<file path="src/rtl/paridade_impar_pkg.sv">
// Shared constants and helpers for the odd-parity checker.
// Latency: none (definitions only).
// Backpressure: not applicable.
package paridade_impar_pkg;

  localparam int WIDTH_DEF = 8;   // default in_data width
  localparam int CNT_W_DEF = 16;  // default odd_count width

  // XOR reduction of a vector: 1 when the number of ones is odd.
  function automatic logic odd_parity(input logic [WIDTH_DEF-1:0] vec);
    return ^vec;
  endfunction

endpackage

</file>
<file path="src/rtl/paridade_impar_sync_parity_tree.sv">
// Balanced XOR reduction tree, N inputs to one parity bit.
// Latency: combinational, zero cycles.
// Backpressure: none.
// Ports: in_bits[N-1:0] -> parity (1 when an odd number of inputs are set).
module parity_tree #(
  parameter int N = 3
) (
  input  logic [N-1:0] in_bits,
  output logic         parity
);

  // Pad the leaves up to a power of two with zeros (XOR identity), then
  // halve the vector per level so every path has the same XOR depth.
  localparam int LEVELS = (N > 1) ? $clog2(N) : 0;
  localparam int P      = 1 << LEVELS;

  for (genvar l = 0; l <= LEVELS; l++) begin : g_lvl
    logic [(P >> l)-1:0] v;
    if (l == 0) begin : g_leaf
      for (genvar i = 0; i < P; i++) begin : g_bit
        if (i < N) begin : g_in
          assign v[i] = in_bits[i];
        end else begin : g_pad
          assign v[i] = 1'b0;
        end
      end
    end else begin : g_node
      for (genvar i = 0; i < (P >> l); i++) begin : g_bit
        assign v[i] = g_lvl[l-1].v[2*i] ^ g_lvl[l-1].v[2*i+1];
      end
    end
  end

  assign parity = g_lvl[LEVELS].v[0];

endmodule

</file>
<file path="src/rtl/paridade_impar_sync.sv">
// Odd-parity checker: 3-input combinational parity plus a registered word path
// Latency: s is combinational; s_q, out_*, odd_count, odd_seen one cycle.
// Backpressure: none, a valid word may arrive every cycle.
// Ports: clk, rst (sync, active-high); a/b/c -> s, s_q;
//        in_valid/in_data -> out_valid/out_data/out_parity;
//        clear resets odd_count (saturating) and odd_seen (sticky).
module paridade_impar_sync
  import paridade_impar_pkg::*;
#(
  parameter int WIDTH = WIDTH_DEF,
  parameter int CNT_W = CNT_W_DEF
) (
  input  logic             clk,
  input  logic             rst,
  input  logic             a,
  input  logic             b,
  input  logic             c,
  output logic             s,
  output logic             s_q,
  input  logic             in_valid,
  input  logic [WIDTH-1:0] in_data,
  input  logic             clear,
  output logic             out_valid,
  output logic [WIDTH-1:0] out_data,
  output logic             out_parity,
  output logic [CNT_W-1:0] odd_count,
  output logic             odd_seen
);

  logic word_par;
  logic cnt_full;

  parity_tree #(.N(3)) u_abc_tree (
    .in_bits ({a, b, c}),
    .parity  (s)
  );

  parity_tree #(.N(WIDTH)) u_word_tree (
    .in_bits (in_data),
    .parity  (word_par)
  );

  assign cnt_full = &odd_count;

  always_ff @(posedge clk) begin
    if (rst) begin
      s_q        <= 1'b0;
      out_valid  <= 1'b0;
      out_data   <= '0;
      out_parity <= 1'b0;
      odd_count  <= '0;
      odd_seen   <= 1'b0;
    end else begin
      s_q       <= s;
      out_valid <= in_valid;
      // Data and parity hold across idle cycles.
      if (in_valid) begin
        out_data   <= in_data;
        out_parity <= word_par;
      end
      // clear beats a same-cycle increment; the word path above ignores it.
      if (clear) begin
        odd_count <= '0;
        odd_seen  <= 1'b0;
      end else if (in_valid && word_par) begin
        if (!cnt_full) begin
          odd_count <= odd_count + CNT_W'(1);
        end
        odd_seen <= 1'b1;
      end
    end
  end

endmodule

</file>
<file path="config.mk">
export PLATFORM = sky130hd
export DESIGN_NAME = paridade_impar_sync
export DESIGN_NICKNAME = d
export VERILOG_FILES = /design/src/rtl/paridade_impar_pkg.sv /design/src/rtl/paridade_impar_sync_parity_tree.sv /design/src/rtl/paridade_impar_sync.sv
export SDC_FILE = /design/constraint.sdc
export NUM_CORES = 1
export LEC_CHECK = 0
export CAP_MARGIN = 20
export CORE_ASPECT_RATIO = 1.2
export CORE_MARGIN = 1.5
export CORE_UTILIZATION = 35
export CTS_BUF_LIST = sky130_fd_sc_hd__clkbuf_16
export CTS_CLUSTER_SIZE = 20
export DETAILED_ROUTE_END_ITERATION = 10
export GPL_ROUTABILITY_DRIVEN = 1
export SYNTH_ARGS = -nofsm -noshare
export SYNTH_HDL_FRONTEND = slang
export SYNTH_SLANG_ARGS = --single-unit
</file>
<file path="constraint.sdc">
create_clock -name clk -period 2.6 [get_ports clk]
set_input_delay 0.52 -clock clk [delete_from_list [all_inputs] [get_ports clk]]
set_output_delay 0.52 -clock clk [all_outputs]
set_load 0.05 [all_outputs]
</file>
==> results of run 1 <==
==> cells by family (layout without fill, tap and decap cells) <==
kind of cell / after synthesis / count (layout)
AND/OR/NAND/NOR: 66 / 66
adder cells (fa/ha/maj): 1 / 1
buffers and inverters: 9 / 52
XOR/XNOR: 10 / 10
flip-flops: 28 / 28
multiplexers: 12 / 12
AO/OA/AOI/OAI: 33 / 33
==> power breakdown <==
| group | switching (uW) | internal, uW |
|---|---|---|
| sequential | 8.76 | 444 |
| combinational | 167 | 120 |
| clock | 148 | 206 |
| total | 324 | 771 |
==> through the flow <==
| step | util, % | hold slack [ns] | total power (uW) | worst slack (ns) |
|---|---|---|---|---|
| 4_1_cts | 51.0 | 0.488 | 1110 | 0.374 |
| 2_1_floorplan | - | 0.592 | 644 | 0.326 |
| 6_report | 51.0 | 0.479 | 1100 | 0.408 |
| 3_5_place_dp | 48.9 | 0.471 | 754 | 0.103 |
| 5_1_grt | 51.0 | 0.541 | 1150 | 0.277 |
| 3_3_place_gp | 48.9 | 0.460 | 748 | 0.167 |
==> routing by layer <==
metal | vias up | wire, um
met5 | - | 0
met4 | 0 | 42
met3 | 5 | 214
met2 | 37 | 1650
met1 | 644 | 1450
li1 | 668 | -
==> synthesized netlist by cell type, types with 3 or more instances <==
| master | count |
|---|---|
| or2_2 | 3 |
| nor2_1 | 17 |
| nand2_1 | 10 |
| nand4_1 | 7 |
| dfxtp_1 | 28 |
| or3_1 | 10 |
| clkbuf_1 | 3 |
| o31ai_1 | 3 |
| or4_1 | 4 |
| nand3_1 | 6 |
| o21ai_0 | 10 |
| xnor2_1 | 8 |
| a21oi_1 | 13 |
| mux2i_1 | 12 |
==> cell type report <==
type / count / area, um^2 / area share, %
repair buffers: 47 / 483 / 24.4
inverters: 1 / 3.75 / 0.190
well taps: 54 / 67.6 / 3.42
clock buffers: 3 / 75.1 / 3.80
multi-input cells: 122 / 783 / 39.6
flip-flops and latches: 28 / 561 / 28.4
clock inverters: 1 / 3.75 / 0.190
==> worst max-delay path, stage by stage <==
cell,delay (ns)
clkdlybuf4s50_1,0.44
xnor2_1,0.15
xnor2_1,0.28
xor2_1,0.15
buf_12,0.18
or4_1,0.50
a21oi_1,0.15
==> worst paths after layout <==
| kind | to | cells after the start |
|---|---|---|
| worst max-delay path | odd_count[4]$_SDFFE_PP0P_ | 7 |
| worst min-delay path | odd_seen$_SDFFE_PP0P_ | 2 |
| worst max register to register | odd_count[12]$_SDFFE_PP0P_ | 6 |
| worst min register to register | odd_seen$_SDFFE_PP0P_ | 2 |
==> flip-flops by register name, indices dropped and copies added, names as in the netlist <==
signal	count
odd_count	16
odd_seen	1
out_data	8
out_parity	1
out_valid	1
s_q	1
==> layout by cell type, fill, tap and decap left out, types with 2 or more instances in the layout <==
master and n:
a211o_1 2, a21oi_1 13, and4_4 2, buf_12 2, buf_4 3, clkbuf_16 3, clkdlybuf4s50_1 42, dfxtp_1 28
mux2i_1 12, nand2_1 10, nand3_1 6, nand4_1 7, nor2_1 17, o21ai_0 10, o31ai_1 3, or2_2 3
or3_1 10, or4_1 4, xnor2_1 8, xor2_1 2
==> reports/results.txt, run 1 <==
Via count: 1354
Number of global-route vias before repair: 1282
Compound-cell area share of the yosys netlist: 13.9%
WL/cell: 13.1 um
Num ports: 44
Status: finished, final reports clean
Hold path start: odd_seen$_SDFFE_PP0P_
Drt drc: 0
Distinct cells, synth: 35
I/O Buffers: 43
Clock skew: 0.00373 ns
Setup CP Type: primary input to flop
Initial antenna violation count: 0
ANT nets after route: 0
Main combinational cell family by area after synthesis: simple AND/OR/NAND/NOR gates
Number of hold violations in the final report: 0
Post-Synth XOR/XNOR Area: 6.26%
DP Cell Count: 252
Drt initial violations: 113
# resized after CTS: 0
Leading area contributor after synthesis: dfxtp_1
DRT Pass-1 Iters: 4
Critical Path RT: 2.79 ns
Grt met3 use: 4.81%
Crit path time final: 2.19 ns
Post-Syn Instances: 159
Max-slew violations: 0
Largest net degree at the start of global routing: 25
Synth Area in Adders: 0.894%
Sum of negative setup slack: 0 ns
FMAX: 456 MHz
Worst setup EP type: flop
Post-layout net count: 219
Post-DP HPWL: 2460 um
Post-Syn Area per Cell: 8.81 um^2
RSZ-0062 raised after global routing: no
Htree depth: 1
Simple-gate share of the synthesized area: 26.3%
Clock-pin slew on the worst setup and hold paths: 0.06 ns
Slew HR: 65.7%
Inserted Clock Buffers: 3
Insertion delay to the later sink of the worst-skew pair: 0.26 ns
DP Area: 0.00190 mm^2
R2r setup slk: 0.53 ns
Total GRT Usage: 17.5%
Post-CTS Setup Bufs: 0
Post-synthesis sequential area ratio: 40.0%
Post-synthesis cell area: 0.00140 mm^2
# fillers: 400
Die W: 60.7 um
Post-synth EDFFs: 0
Core Rows: 25
Mapped Nets: 175
P per Cell Area: 554 mW/mm^2
Hold-fix buffers at CTS: 0
Max Cap Violations: 0
Largest fanout on the critical path: 24
Initial Utilization: 36.1%
Top_reg_cell synth: dfxtp_1
Pleak: 0.000684 uW
Antenna Cells: 0
M2 GR Usage: 27.6%
Post-synth top area share: 40.0%
WL final: 3350 um
Top Usage Layer GRT: met2
Crit path arrival time: 2.39 ns
GR Util met1: 22.6%
Core Box Area: 0.00388 mm^2
CTS Sinks: 28
Ranking of synthesized cells by area: dfxtp_1 40%, mux2i_1 8.6%, xnor2_1 5.0%
Final Setup Violations: 0
Total gr overflow: 0
Worst vdd ir: 0.252 mV
Ys Warns: 0
Flops & latches, synth: 28
Tcrit/Tclk final: 84.3%
Crit path from: in_data[2]
Clock Path Buffers: 2
Async SR Flop Fraction: 0%
RePlAce Congestion: 0.823
Layout Cells excl Fill: 256
Post-route cell area: 0.00198 mm^2
Root Buffer: clkbuf_16
Worst Setup Start Kind: primary input
Worst-Margin Slew: 0.511 ns
Die Ht: 72.3 um
CTS tree: done
Post-synthesis mux area share: 8.58%
Die Area: 0.00439 mm^2
Share of cells above drive strength 1: 7.43%
Worst Hold Class: flop to flop
FF-to-FF Start: odd_count[0]$_SDFFE_PP0P_
First-pass GRT wire length: 5980 um
Area Overhead vs Synth: 41.2%
Via density: 5.29
No activity file was read; power rests on OpenSTA's default activity.
==> inputs of run 2 (changes only) <==
==> constraint.sdc (replaced) <==
create_clock -name clk -period 2.09 [get_ports clk]
set_input_delay 0.418 -clock clk [delete_from_list [all_inputs] [get_ports clk]]
set_output_delay 0.418 -clock clk [all_outputs]
set_load 0.05 [all_outputs]
==> reports/results.txt, run 2 (synthesis gave the netlist of run 1 again) <==
Total gr overflow: 0
Max-slew violations: 0
Clock skew: 0.00166 ns
Tcrit/Tclk final: 97.6%
FF-to-FF Start: odd_count[0]$_SDFFE_PP0P_
Status: finished, final reports clean
RePlAce Congestion: 0.778
Crit path time final: 2.04 ns
Comb pwr share: 29.5%
Number of global-route vias before repair: 1331
WL final: 3650 um
First-pass GRT wire length: 5770 um
Insertion delay to the later sink of the worst-skew pair: 0.26 ns
Worst-Margin Slew: 0.560 ns
CTS tree: done
Initial Utilization: 36.1%
Post-layout net count: 228
Critical Path RT: 2.29 ns
I/O Buffers: 43
ANT nets after route: 0
Num ports: 44
Clock-pin slew on the worst setup and hold paths: 0.07 ns
Slowest cell on crit path: or4_1
Total GRT Usage: 17.0%
Biggest regs: odd_count (16), out_data (8)
CP most frequent cell: xnor2_2
Largest fanout on the critical path: 6
Worst Hold Class: primary input to flop
Hold path start: in_data[5]
Layout Cells excl Fill: 265
Core Util, Final: 54.1%
Share of total power in sequential cells: 39.4%
Worst Setup Slack, final: 0.0504 ns
Biggest register: odd_count
Worst vdd ir: 0.479 mV
Worst setup EP type: flop
DP Cell Count: 259
Root Buffer: clkbuf_16
Via density: 5.19
Slew HR: 62.4%
Most frequent cells in the layout: 38 x clkdlybuf4s50_1, 22 x dfxtp_1, 17 x nor2_1
CTS Sinks: 28
Htree depth: 1
Slowest stage delay, CP: 0.53 ns
Sw frac: 29.7%
Die W: 60.7 um
Area Overhead vs Synth: 49.8%
Reg-to-reg endpoint: odd_count[12]$_SDFFE_PP0P_
WL/cell: 13.8 um
Number of hold violations in the final report: 0
CP cell instances: clkdlybuf4s50_1, xnor2_2, xnor2_2, xor2_1, buf_4, or4_1, a21oi_2
Pleak: 0.000780 uW
Core Box Area: 0.00388 mm^2
Pre-CTS setup slack: -0.214 ns
Switching power: 424 uW
Drt drc: 0
Clock share of power: 31.1%
R2R depth: 6
Hold Path Cell Cnt: 3
Post-DP HPWL: 2780 um
Initial antenna violation count: 0
R2r setup slk: 0.11 ns
Hold Path End: out_data[5]$_SDFFE_PP0P_
Final Setup Violations: 0
FMAX: 490 MHz
Internal: 1010 uW
Die Area: 0.00439 mm^2
Antenna Cells: 0
Drt initial violations: 51
Max Cap Violations: 0
Largest net degree at the start of global routing: 16
Share of cells above drive strength 1: 16.6%
Die Ht: 72.3 um
Inserted Clock Buffers: 3
Crit path arrival time: 2.24 ns
Setup CP Type: primary input to flop
Via count: 1375
Commonest non-fill, non-tap cell in the layout: clkdlybuf4s50_1
Core Rows: 25
Clock Path Buffers: 2
DRT Pass-1 Iters: 4
Number of flip-flops in the largest register: 16
Worst Setup Start Kind: primary input
P per Cell Area: 682 mW/mm^2
-- run 2: cell count changes in the layout (fill, tap and decap cells not counted) --
cell | previous run | this run
dlymetal6s2s_1 | 0 | 4
xnor2_2 | 0 | 3
dfxtp_2 | 0 | 5
clkdlybuf4s50_1 | 42 | 38
dfxtp_1 | 28 | 22
ha_2 | 0 | 1
a21oi_2 | 0 | 1
clkdlybuf4s15_2 | 0 | 1
a21oi_1 | 13 | 12
dfxtp_4 | 0 | 1
buf_4 | 3 | 11
ha_1 | 1 | 0
xnor2_1 | 8 | 5
-- run 2: through the flow --
step / cell area [um^2] / hold slack, ns / TNS (ns) / power [uW]
3_3_place_gp: 1960 / 0.458 / -1.98 / 959
4_1_cts: 2040 / 0.481 / 0 / 1410
6_report: 2100 / 0.464 / 0 / 1430
2_1_floorplan: 1410 / 0.490 / 0 / 801
3_5_place_dp: 1960 / 0.465 / -2.54 / 966
5_1_grt: 2100 / 0.500 / -0.0111 / 1490
-- run 2: metal layers --
metal  global-route usage [%]  vias up  part of all wire [%]
met5                        0        -                     0
met4                     4.83        0                   1.1
met3                     4.81        5                   6.3
met2                     29.6       41                    52
met1                     19.8      641                    40
li1                         -      688                     -
-- run 2: worst max-delay path: cells and delay by family --
family,cells,cell delay (ns)
compound gates,1,0.14
xor+xnor,3,0.51
simple gates,1,0.53
buf+inv,2,0.64
-- run 2: how the worst max path moves through the flow --
stage,from,endpoint,cells after the start
after floorplan,odd_count[7]$_SDFFE_PP0P_,odd_count[12]$_SDFFE_PP0P_,5
after global placement,in_data[6],odd_count[3]$_SDFFE_PP0P_,7
after detailed placement,in_data[6],odd_count[2]$_SDFFE_PP0P_,7
after CTS,in_data[6],odd_count[2]$_SDFFE_PP0P_,7
after global routing,in_data[3],odd_count[2]$_SDFFE_PP0P_,7
final,in_data[7],odd_count[2]$_SDFFE_PP0P_,7
-- run 2: cell type report --
type / count / area, um^2
clock inverter: 1 / 3.75
inverter: 1 / 3.75
clock buffer: 3 / 75.1
sequential: 28 / 571
multi-input combinational: 122 / 812
tap: 54 / 67.6
timing repair buffer: 56 / 564
fill: 388 / 1780
-- run 2: power by group through the flow --
stage | sequential [uW] | combinational [uW] | clock (uW)
CTS | 564 | 390 | 453
detailed placement | 576 | 389 | 0
floorplan | 643 | 158 | 0
global placement | 576 | 384 | 0
global route | 567 | 448 | 477
finish | 564 | 423 | 444
-- run 2: timing repair --
| action | CTS | global route |
|---|---|---|
| gates resized for setup | 0 | 10 |
| hold buffers | 0 | 0 |
| endpoints found under the setup margin | 0 | 6 |
| buffers inserted | 0 | 1 |
